===== config.mk =====
export PLATFORM = sky130hd
export DESIGN_NAME = pipo_load_ctrl
export DESIGN_NICKNAME = d
export VERILOG_FILES = /design/src/rtl/pipo_ctrl_pkg.sv /design/src/rtl/sipo_shift.sv /design/src/rtl/pipo_load_ctrl.sv
export SDC_FILE = /design/constraint.sdc
export NUM_CORES = 1
export LEC_CHECK = 0
export BUFFER_PORTS_ARGS = -buffer_cell sky130_fd_sc_hd__buf_2
export CELL_PAD_IN_SITES_DETAIL_PLACEMENT = 0
export CELL_PAD_IN_SITES_GLOBAL_PLACEMENT = 1
export CORE_MARGIN = 2
export CORE_UTILIZATION = 30
export DETAILED_ROUTE_END_ITERATION = 10
export PLACE_DENSITY_LB_ADDON = 0.3
export SLEW_MARGIN = 20
export SYNTH_ARGS = -nofsm -noshare
export SYNTH_HDL_FRONTEND = slang
export SYNTH_SLANG_ARGS = --single-unit

===== constraint.sdc =====
create_clock -name CLK -period 3.08 [get_ports CLK]
set_input_delay 0.616 -clock CLK [delete_from_list [all_inputs] [get_ports CLK]]
set_output_delay 0.616 -clock CLK [all_outputs]
set_load 0.1 [all_outputs]

===== src/rtl/pipo_ctrl_pkg.sv =====
// Shared types for the serial-to-parallel PIPO load controller.
package pipo_ctrl_pkg;

  typedef enum logic [1:0] {
    IDLE  = 2'd0,
    SHIFT = 2'd1,
    LOAD  = 2'd2,
    DONE  = 2'd3
  } pipo_state_t;

endpackage


===== src/rtl/sipo_shift.sv =====
// N-bit MSB-first serial-in shift register with synchronous clear and shift enable.
module sipo_shift #(
  parameter int unsigned N = 8
) (
  input  logic         CLK,
  input  logic         N_RESET,
  input  logic         clr_i,
  input  logic         shift_en_i,
  input  logic         ser_in_i,
  output logic [N-1:0] q_o
);

  logic [N-1:0] sr_q;

  always_ff @(posedge CLK or posedge N_RESET) begin
    if (N_RESET) begin
      sr_q <= '0;
    end else if (clr_i) begin
      sr_q <= '0;
    end else if (shift_en_i) begin
      sr_q <= {sr_q[N-2:0], ser_in_i};
    end
  end

  assign q_o = sr_q;

endmodule


===== src/rtl/pipo_load_ctrl.sv =====
// Collects a serial word MSB-first over valid/ready, then issues a one-cycle
// PIPO load (EN) with the assembled word held stable on D.
module pipo_load_ctrl
  import pipo_ctrl_pkg::*;
#(
  parameter int unsigned N = 8
) (
  input  logic                 CLK,
  input  logic                 N_RESET,
  input  logic                 start,
  input  logic                 abort,
  input  logic                 ser_in,
  input  logic                 ser_valid,
  output logic                 ser_ready,
  output logic [N-1:0]         D,
  output logic                 EN,
  output logic                 busy,
  output logic                 done,
  output logic [$clog2(N)-1:0] bit_cnt
);

  localparam int unsigned CW = $clog2(N);

  pipo_state_t   state_q;
  logic [CW-1:0] bit_cnt_q;
  logic [N-1:0]  d_q;
  logic          en_q;
  logic          done_q;
  logic          busy_q;
  logic          ready_q;

  logic [N-1:0]  sr_c;
  logic [N-1:0]  word_c;
  logic          clr_c;
  logic          accept_c;
  logic          last_c;

  // abort beats an accepted bit in the same cycle
  assign clr_c    = (state_q == IDLE) && start;
  assign accept_c = (state_q == SHIFT) && ser_valid && !abort;
  assign last_c   = (bit_cnt_q == CW'(N - 1));
  assign word_c   = {sr_c[N-2:0], ser_in};

  sipo_shift #(.N(N)) u_shift (
    .CLK        (CLK),
    .N_RESET    (N_RESET),
    .clr_i      (clr_c),
    .shift_en_i (accept_c),
    .ser_in_i   (ser_in),
    .q_o        (sr_c)
  );

  always_ff @(posedge CLK or posedge N_RESET) begin
    if (N_RESET) begin
      state_q   <= IDLE;
      bit_cnt_q <= '0;
      d_q       <= '0;
      en_q      <= 1'b0;
      done_q    <= 1'b0;
      busy_q    <= 1'b0;
      ready_q   <= 1'b0;
    end else begin
      case (state_q)
        IDLE: begin
          if (start) begin
            state_q   <= SHIFT;
            bit_cnt_q <= '0;
            busy_q    <= 1'b1;
            ready_q   <= 1'b1;
          end
        end
        SHIFT: begin
          if (abort) begin
            state_q <= IDLE;
            busy_q  <= 1'b0;
            ready_q <= 1'b0;
          end else if (ser_valid) begin
            if (last_c) begin
              // D only changes here, so it is stable around the EN edge
              state_q   <= LOAD;
              bit_cnt_q <= '0;
              d_q       <= word_c;
              en_q      <= 1'b1;
              ready_q   <= 1'b0;
            end else begin
              bit_cnt_q <= bit_cnt_q + CW'(1);
            end
          end
        end
        LOAD: begin
          state_q <= DONE;
          en_q    <= 1'b0;
          done_q  <= 1'b1;
        end
        DONE: begin
          state_q <= IDLE;
          done_q  <= 1'b0;
          busy_q  <= 1'b0;
        end
        default: begin
          state_q <= IDLE;
        end
      endcase
    end
  end

  assign ser_ready = ready_q;
  assign D         = d_q;
  assign EN        = en_q;
  assign busy      = busy_q;
  assign done      = done_q;
  assign bit_cnt   = bit_cnt_q;

endmodule


# Word-level counts from Yosys, hierarchy flattened
# Cells that the tools add are included.
# word_totals
input_bits,6
register_bits,24
output_inout_bits,15
wordCells,61
# op_classes
add_sub_neg,1
bitwise_logic,1
reduce_logical,16
n_mux,24
n_eq_ne,11
# op_table
op,n
AND reduction 4 bit,4
two-way mux 7 bit,2
two-way mux 3 bit,4
"inequality test 2 bit, second input constant",5
two-way mux 1 bit,8
two-way mux 2 bit,4
case mux 2 bit (4 select lines),1
nonzero test 2 bit,4
"inequality test 3 bit, second input constant",2
case mux 1 bit (2 select lines),3
case mux 3 bit (2 select lines),1
AND reduction 3 bit,2
"equality test 2 bit, second input constant",2
"adder 3 x 1 -> 3 bit, second input constant",1
"equality test 3 bit, second input constant",1
logical AND 1 bit,3
case mux 1 bit (3 select lines),1
nonzero test 3 bit,1
"equality test 2 x 1 -> 1 bit, second input constant",1
logical NOT 2 bit,1
logical NOT 1 bit,1
inverter 1 bit,1

# Depth between registers and ports, before layout
# Gate-level depths: netlist of run 1.
# depth
word_depth,5
ltp_mapped,5
ltp_nobuf,5

# Hierarchy
# Synthesis of run 1 repeated with hierarchy kept, for this count alone.
# unflattened
cells_unflattened,80
area_unflattened_um2,1041.0
# by_module_without_submodules
module,seq_area_each_um2,cells_each,area_each_um2,instances
pipo_load_ctrl,425.4,53,711.9,1
sipo_shift,200.2,27,329.1,1

# Least setup slack after synthesis of run 1
# No wires, ideal clock.
# synth_path
kind,register -> register
startpoint,"register bit_cnt_q[0], in the netlist bit_cnt[0]"
endpoint,"register d_q[0], in the netlist D[0]"
required_ns,2.954
slack_ns,1.143
arrival_time_ns,1.811
period_less_slack_ns,1.937
stages_incl_launch_ff,5
path_buffers,0
setup_ns,0.126
cell_sequence,dfrtp_1 > ha_1 > ha_1 > nand2_4 > mux2_2
# synth_between
elab_chain_cells,2
# synth_lines
element,line_no,text
start: declaration,pipo_load_ctrl.sv:25,logic [CW-1:0] bit_cnt_q;
start signal: assignment,pipo_load_ctrl.sv:86,bit_cnt_q <= bit_cnt_q + CW'(1);
equality test 3 bit,pipo_load_ctrl.sv:41,assign last_c = (bit_cnt_q == CW'(N - 1));
AND reduction 4 bit (no source line),-,
end signal: assignment,pipo_load_ctrl.sv:82,d_q <= word_c;
end: declaration,pipo_load_ctrl.sv:26,logic [N-1:0] d_q;
# No other way between the ends.
# A chain may end at the register's enable or synchronous reset.

# Final worst setup path of run 1
# layout_path
startpoint,"register bit_cnt_q[0], in the netlist bit_cnt[0]"
endpoint,output bit_cnt[0]
# layout_rtl
element,line_no,text
end: declaration,pipo_load_ctrl.sv:19,output logic [$clog2(N)-1:0] bit_cnt
# No word-level cell between the ends.

==> impl_metrics.env, run 1 <==
export IMPL_status="complete, no violations"
export IMPL_drt_wirelength_per_cell_um=12.79
export IMPL_grt_busiest_layer="met2"
export IMPL_ant_nets=0
export IMPL_fin_ws_ps=1262
export IMPL_path_cells="buf_2"
export IMPL_design_core_area_mm2=0.003311
export IMPL_leakagePower_nw=0.6239
export IMPL_gr_total_overflow=0
export IMPL_vias=709
export IMPL_critPathMaxStageDelay_ps=450
export IMPL_synth_cells=81
export IMPL_fin_crit_ps=1818
export IMPL_p_int_uw=434.0
export IMPL_hpwlAfterDp_mm=1.326
export IMPL_cts_tree="built"
export IMPL_p_switching_uw=319.8
export IMPL_final_nets=111
export IMPL_grt_pass1_vias=688
export IMPL_gp_congestion=0.6732
export IMPL_max_freq_ghz=0.5499
export IMPL_finalCritPeriodShare_pct=59.04
export IMPL_dieWidth_um=62.48
export IMPL_pwr_share_comb_pct=32.7
export IMPL_port_buffer_count=20
export IMPL_die_h_um=62.48
export IMPL_cts_hold_repair_buffers=0
export IMPL_final_cell_mix="24 x dfrtp_1, 20 x buf_2, 10 x nor2_1"
export IMPL_ys_types=21
export IMPL_finalPower_uw=753.8
export IMPL_cpMaxStageDelayCell="buf_2"
export IMPL_grt_pass1_wl_mm=3.236
export IMPL_worstSetupEndpointType="output port"
export IMPL_power_density_mw_per_mm2=636.2
export IMPL_max_vdd_ir_drop_v=0.0001743
export IMPL_dp_slack_ps=1199
export IMPL_avgSynthCellArea_um2=12.67
export IMPL_start_util_pct=30.99
export IMPL_cts_resized_gates=0
export IMPL_cts_root_buf="clkbuf_4"
export IMPL_post_cts_setup_buffers=0
export IMPL_antenna_found_initial=0
export IMPL_seqPwrFrac_pct=49.3
export IMPL_synthTopCellsByArea="dfrtp_1 59%, mux2_2 8.8%, mux2i_1 7.8%, nor2_1 3.7%, a21oi_1 2.9%"
export IMPL_final_setup_tns_ps=0
export IMPL_use_met2_pct=14.65
export IMPL_rsz0062_at_grt="no"
export IMPL_grt_max_degree=25
export IMPL_r2r_start="state_q[0]"
export IMPL_vias_per_cell=4.823
export IMPL_grtUsageMet3_pct=3.243
export IMPL_setup_viol_count_final=0
export IMPL_clockBufferDepth=2
export IMPL_cts_buffers=3
export IMPL_die_area_mm2=0.003904
export IMPL_critPathTopFamily="buffers and inverters"
export IMPL_io_pins=21
export IMPL_final_util_pct=35.79
export IMPL_grt_usage_pct=10.40
export IMPL_ys_seq_elements=24
export IMPL_grtUsageMet1_pct=14.45
export IMPL_synthesis_nets=89
export IMPL_drt_iter0_markers=32
export IMPL_netlist_area_mm2=0.001026
export IMPL_area_growth_syn_to_layout_pct=15.49
export IMPL_synth_area_leader_cell="dfrtp_1"
export IMPL_cap_violations=0
export IMPL_yosysWarnings=0
export IMPL_insertion_delay_ps=310
export IMPL_synth_seq_area_share_pct=58.54
export IMPL_cp_start_kind="register"
export IMPL_required_ps=2460
export IMPL_arrival_ps=1200
export IMPL_worstSetupPathType="reg2out"
export IMPL_slew_violations=0
export IMPL_cp_startpoint="bit_cnt[0]"
export IMPL_rows=21
export IMPL_layout_commonest_cell="dfrtp_1"
export IMPL_clk_pin_slew_ps=120
export IMPL_relSlewSlack_pct=40.85
export IMPL_cts_max_level=1
export IMPL_drt_total_wl_mm=1.880
export IMPL_cts_sinks=24
export IMPL_diodes=0
export IMPL_p_clk_share_pct=18.0
export IMPL_finalHoldViolations=0
export IMPL_first_pass_iters=4
export IMPL_worst_slew_pin_slew_ps=886.3
export IMPL_path_buf_inv=1
export IMPL_drc=0
export IMPL_min_path_type="in2async"
export IMPL_switching_share_pct=42.43
export IMPL_drive_above_1_share_pct=33.66
export IMPL_worstPathMaxFanout=5
export IMPL_synth_top_area_share_pct=58.54
export IMPL_fin_skew_ps=3.604
Yosys cell counts:
library cell and n:
dfrtp_1 24, nor2_1 10, mux2_2 8, mux2i_1 8, a21oi_1 6, inv_1 4, o21ai_0 4, a22o_1 2
buf_2 2, ha_1 2, a22oi_1 1, and4bb_2 1, buf_6 1, nand2_1 1, nand2_4 1, nand3_1 1
nand4b_1 1, nor3_1 1, nor3b_4 1, o211ai_1 1, o2bb2ai_1 1
state kept, by name, summed over array words and instances, names as in the netlist, named ones only:
signal and cells:
done 1, u_shift.q_o 7, state_q 1, bit_cnt 3, D 8, EN 1, ser_ready 1, busy 1
routing by layer:
layer | vias up | share of wire [%] | wire length (um)
met5 | - | 0 | 0
met4 | 0 | 2.3 | 43
met3 | 5 | 5.6 | 106
met2 | 21 | 44 | 822
met1 | 355 | 48 | 907
li1 | 328 | - | -
power by group through the flow:
| stage | clock network, mW | logic, mW | registers (mW) |
|---|---|---|---|
| after floorplan | 0 | 0.0629 | 0.521 |
| after global routing | 0.157 | 0.257 | 0.377 |
| after detailed placement | 0 | 0.248 | 0.379 |
| final | 0.136 | 0.246 | 0.372 |
| after global placement | 0 | 0.246 | 0.376 |
| after CTS | 0.142 | 0.248 | 0.372 |
final cells by class:
type                       instances  area, um2
inverter                           4      15.01
fill                             341       2126
tap                               46      57.56
sequential                        24      600.6
multi-input combinational         50      389.1
clock buffer                       3      22.52
timing repair buffer              20      100.1
worst reg2reg max path: stages, from the launching register on:
cell and delay (ps):
dfrtp_1 600, and4bb_2 560, nand2_4 160, mux2_2 300
stage by stage:
| step | instances | hold slack [ps] | area (um2) |
|---|---|---|---|
| 4_1_cts | 147 | 509.2 | 1185 |
| 3_3_place_gp | 144 | 489.1 | 1162 |
| 3_5_place_dp | 144 | 499.2 | 1162 |
| 6_report | 147 | 467.7 | 1185 |
| 2_1_floorplan | 81 | 479.9 | 1026 |
| 5_1_grt | 147 | 544.6 | 1185 |
kinds of logic after synthesis:
| kind of cell | after synthesis | share of synthesized area, % |
|---|---|---|
| AOI/OAI and AO/OA | 15 | 8.904 |
| adders and majority gates | 2 | 2.439 |
| buffers and inverters | 7 | 3.536 |
| DFF | 24 | 58.54 |
| muxes | 16 | 16.59 |
| and+or+nand+nor | 17 | 9.999 |
final timing paths:
path                            cells after the start             end  slack (ps)
worst max register to register                      3            D[0]        1360
min in group CLK                                    1            D[7]         520
worst min-delay path                                2  u_shift.q_o[2]         470
max in group asynchronous                           2      state_q[0]        2070
worst max-delay path                                1      bit_cnt[0]        1260
worst min register to register                      1            D[7]         520
Note: power is estimated with default switching activity, not from simulation.
==> inputs of run 2 (changes only) <==
clock period = 1.69 ns   (was 3.08 ns; I/O delays follow)
==> run 2 against run 1 <==
Against the previous run: count of clock-buffer cells in the layout increased by 1; global-route usage increased by 0.39 points; sequential power increased by 80%; flip-flop and latch count unchanged; die area unchanged; final cell count increased by 4.1%; combinational power increased by 93%; power increased by 85%; non-clock buffer count increased by 5; register-to-register slack got worse by 1200 ps.
==> impl_metrics.env, run 2 (synthesized netlist as in run 1, its figures left out) <==
export IMPL_status="complete, no violations"
export IMPL_rsz0062_at_grt="no"
export IMPL_grt_pass1_wl_mm=3.422
export IMPL_setup_viol_count_final=0
export IMPL_critPathTopFamily="flip-flops"
export IMPL_fill_cells=363
export IMPL_cap_violations=0
export IMPL_drive_above_1_share_pct=39.25
export IMPL_r2r_cells=4
export IMPL_antenna_found_initial=0
export IMPL_min_path_type="in2async"
export IMPL_final_nets=116
export IMPL_max_freq_ghz=0.6660
export IMPL_worstSetupEndpointType="register"
export IMPL_grt_usage_pct=10.79
export IMPL_final_setup_tns_ps=0
export IMPL_start_util_pct=30.99
export IMPL_path_cells="ha_1 > ha_1 > nand2_4 > mux2_2"
export IMPL_design_core_area_mm2=0.003311
export IMPL_cp_depth=4
export IMPL_finalHoldViolations=0
export IMPL_drc=0
export IMPL_whs_ps=49.34
export IMPL_clk_pin_slew_ps=130
export IMPL_vias_per_cell=4.601
export IMPL_gr_total_overflow=0
export IMPL_arrival_ps=1700
export IMPL_post_cts_setup_buffers=0
export IMPL_die_h_um=62.48
export IMPL_insertion_delay_ps=300
export IMPL_cp_start_kind="register"
export IMPL_required_ps=1890
export IMPL_ff_latch_area_um2=604.3
export IMPL_grt_pass1_vias=771
export IMPL_clockBufferDepth=2
export IMPL_io_pins=21
export IMPL_max_vdd_ir_drop_v=0.0003703
export IMPL_final_cell_mix="21 x dfrtp_1, 20 x buf_2, 10 x nor2_1"
export IMPL_largest_reg_flops=8
export IMPL_cts_buffers=3
export IMPL_area_growth_syn_to_layout_pct=19.88
export IMPL_relSlewSlack_pct=67.57
export IMPL_diodes=0
export IMPL_slew_violations=0
export IMPL_power_density_mw_per_mm2=1133
export IMPL_path_buf_inv=0
export IMPL_rows=21
export IMPL_worstPathMaxFanout=9
export IMPL_hpwlAfterDp_mm=1.343
export IMPL_dieWidth_um=62.48
export IMPL_port_buffer_count=20
export IMPL_die_area_mm2=0.003904
export IMPL_cpMaxStageDelayCell="dfrtp_2"
export IMPL_cts_hold_repair_buffers=0
export IMPL_first_pass_iters=3
export IMPL_cts_sinks=24
export IMPL_fin_ws_ps=188.5
export IMPL_drt_wirelength_per_cell_um=12.06
export IMPL_worst_slew_pin_slew_ps=489.8
export IMPL_cts_tree="built"
export IMPL_ant_nets=0
export IMPL_layout_commonest_cell="dfrtp_1"
export IMPL_drt_total_wl_mm=1.845
export IMPL_critPathMaxStageDelay_ps=450
export IMPL_cts_root_buf="clkbuf_4"
export IMPL_dp_slack_ps=189.7
export IMPL_fin_skew_ps=3.974
export IMPL_drt_iter0_markers=25
export IMPL_cts_max_level=1
export IMPL_cts_resized_gates=0
export IMPL_worstSetupPathType="reg2reg"
export IMPL_path_common_cell="ha_1"
export IMPL_gp_congestion=0.7226
export IMPL_multi_input_area_um2=389.1
export IMPL_final_cell_area_mm2=0.001230
export IMPL_fin_crit_ps=1501
export IMPL_vias=704
export IMPL_place_area_mm2=0.001204
export IMPL_finalCritPeriodShare_pct=88.84
export IMPL_leakagePower_nw=0.6461
export IMPL_grt_max_degree=25
run 2: cell types whose count changed in the layout (fill, tap and decap cells not counted):
cell,change
dfrtp_1,-3
dfrtp_2,+3
clkbuf_1,+1
buf_4,+5
run 2: cell type report:
class,count,share of cell area (%)
clock buffers,4,2.136
multi-input cells,50,31.64
well taps,46,4.680
repair buffers,25,11.19
flip-flops and latches,24,49.14
inverters,4,1.221
run 2: power breakdown:
group | switching [mW] | internal [mW]
registers | 0.0405 | 0.628
clock network | 0.159 | 0.0919
logic | 0.379 | 0.0950
run 2: worst reg2reg max path, delay by kind of cell (launching register included):
kind,cells,cell delay [ps]
fa+ha+maj,2,440
simple gates,1,150
mux,1,350
flops,1,450
run 2: worst paths after layout:
| kind | from | to | slack (ps) |
|---|---|---|---|
| worst max-delay path | bit_cnt[0] | D[6] | 190 |
| worst min-delay path | N_RESET | D[4] | 50 |
| worst max register to register | bit_cnt[0] | D[6] | 190 |
| worst min register to register | D[0] | D[0] | 520 |
| max in group asynchronous | N_RESET | bit_cnt[1] | 1390 |
| min in group CLK | ser_in | D[0] | 290 |
run 2: routing by layer:
layer / vias to the layer above / share of wire [%] / GRT usage, %
li1: 337 / - / -
met1: 347 / 50 / 14.10
met2: 16 / 44 / 16.53
met3: 4 / 5.3 / 2.523
met4: 0 / 1.4 / 5.833
met5: - / 0 / 0
run 2: stage by stage:
step                      utilization [%]  total power [mW]  instances
after CTS                           37.15             1.416        153
after global placement              36.36             1.156        149
final                               37.15             1.394        153
after floorplan                         -             1.068         81
after detailed placement            36.36             1.158        149
after global routing                37.15             1.477        153
==> inputs of run 3 (changes only) <==
RECOVER_POWER = 100   (was default)
==> run 3 against run 2 <==
Against the previous run: sequential power about the same; wire length down 0.16%; register-to-register slack barely moved; core utilization shrank 0.68 points; die area unchanged; combinational power down 3%; worst hold slack improved by 1.7 ps; final cell count unchanged; flip-flop and latch count unchanged; first-iteration DRC count is 8.0% higher; largest cell class unchanged.
==> impl_metrics.env, run 3 (synthesized netlist as in run 1, its figures left out) <==
export IMPL_insertion_delay_ps=300
export IMPL_antenna_found_initial=0
export IMPL_final_setup_tns_ps=0
export IMPL_fin_skew_ps=3.784
export IMPL_worstSetupPathType="reg2out"
export IMPL_cp_start_kind="register"
export IMPL_hpwlAfterDp_mm=1.343
export IMPL_setup_viol_count_final=0
export IMPL_die_h_um=62.48
export IMPL_rows=21
export IMPL_dieWidth_um=62.48
export IMPL_vias_per_cell=4.582
export IMPL_power_density_mw_per_mm2=1146
export IMPL_finalHoldViolations=0
export IMPL_arrival_ps=1190
export IMPL_grt_max_degree=25
export IMPL_cts_root_buf="clkbuf_4"
export IMPL_max_vdd_ir_drop_v=0.0003678
export IMPL_cpMaxStageDelayCell="clkbuf_2"
export IMPL_grt_pass1_vias=771
export IMPL_cts_hold_repair_buffers=0
export IMPL_largest_reg_flops=8
export IMPL_gr_total_overflow=0
export IMPL_post_cts_setup_buffers=0
export IMPL_cap_violations=0
export IMPL_rrSetupSlack_ps=190
export IMPL_vias=701
export IMPL_cts_buffers=3
export IMPL_drc=0
export IMPL_drt_total_wl_mm=1.842
export IMPL_io_pins=21
export IMPL_cts_max_level=1
export IMPL_layout_commonest_cell="dfrtp_1"
export IMPL_cts_resized_gates=0
export IMPL_required_ps=1350
export IMPL_fin_crit_ps=1525
export IMPL_relSlewSlack_pct=63.72
export IMPL_critPathTopFamily="buffers and inverters"
export IMPL_first_pass_iters=3
export IMPL_finalPower_mw=1.384
export IMPL_status="complete, no violations"
export IMPL_port_buffer_count=20
export IMPL_cts_tree="built"
export IMPL_leakagePower_nw=0.6220
export IMPL_drt_iter0_markers=27
export IMPL_max_freq_ghz=0.6558
export IMPL_diodes=0
export IMPL_ant_nets=0
export IMPL_critPathMaxStageDelay_ps=470
export IMPL_grt_usage_pct=10.79
export IMPL_worstPathMaxFanout=5
export IMPL_fin_ws_ps=165.1
export IMPL_finalCritPeriodShare_pct=90.23
export IMPL_cts_sinks=24
export IMPL_rsz0062_at_grt="no"
export IMPL_slew_violations=0
export IMPL_clk_pin_slew_ps=130
export IMPL_design_core_area_mm2=0.003311
export IMPL_path_cells="clkbuf_2"
export IMPL_drt_wirelength_per_cell_um=12.04
export IMPL_gp_congestion=0.7226
export IMPL_dp_slack_ps=189.7
export IMPL_clockBufferDepth=2
export IMPL_final_nets=116
export IMPL_die_area_mm2=0.003904
export IMPL_area_growth_syn_to_layout_pct=17.68
export IMPL_min_path_type="in2async"
export IMPL_worst_slew_pin_slew_ps=546.5
export IMPL_grt_pass1_wl_mm=3.422
export IMPL_start_util_pct=30.99
export IMPL_path_buf_inv=1
export IMPL_worstSetupEndpointType="output port"
export IMPL_drive_above_1_share_pct=35.51
export IMPL_final_cell_mix="21 x dfrtp_1, 15 x clkbuf_2, 10 x nor2_1"
run 3: worst paths after layout:
kind / from / to / depth (start not counted)
min: N_RESET / D[4] / 3
max in group asynchronous: N_RESET / bit_cnt[1] / 3
min in group CLK: ser_in / D[0] / 2
min reg2reg: D[0] / D[0] / 1
max: bit_cnt[0] / bit_cnt[0] / 1
max reg2reg: bit_cnt[0] / D[6] / 4
run 3: power breakdown:
part	internal, mW	leakage [nW]	switching, mW
Combinational	0.0853	0.290	0.377
Clock	0.0919	0.0150	0.159
Sequential	0.628	0.318	0.0425
Total	0.805	0.622	0.579
run 3: routing by layer:
metal	up-vias	part of all wire, %	GRT usage [%]
li1	339	-	-
met1	343	50	14.10
met2	15	43	16.53
met3	4	5.4	2.523
met4	0	1.4	5.833
met5	-	0	0
run 3: area by class of cell:
cell class | count | area (um2)
well taps | 46 | 57.56
inverters | 4 | 15.01
fillers | 367 | 2103
multi-input cells | 50 | 377.9
clock buffers | 4 | 26.28
repair buffers | 25 | 126.4
flip-flops and latches | 24 | 604.3
run 3: stage by stage:
step                cells  hold WS [ps]  instance area, um2  util (%)
global route          153         60.65                1207     36.47
detailed placement    149         396.7                1204     36.36
global placement      149         394.6                1204     36.36
floorplan              81         352.4                1030         -
CTS                   153         44.63                1230     37.15
finish                153         51.02                1207     36.47
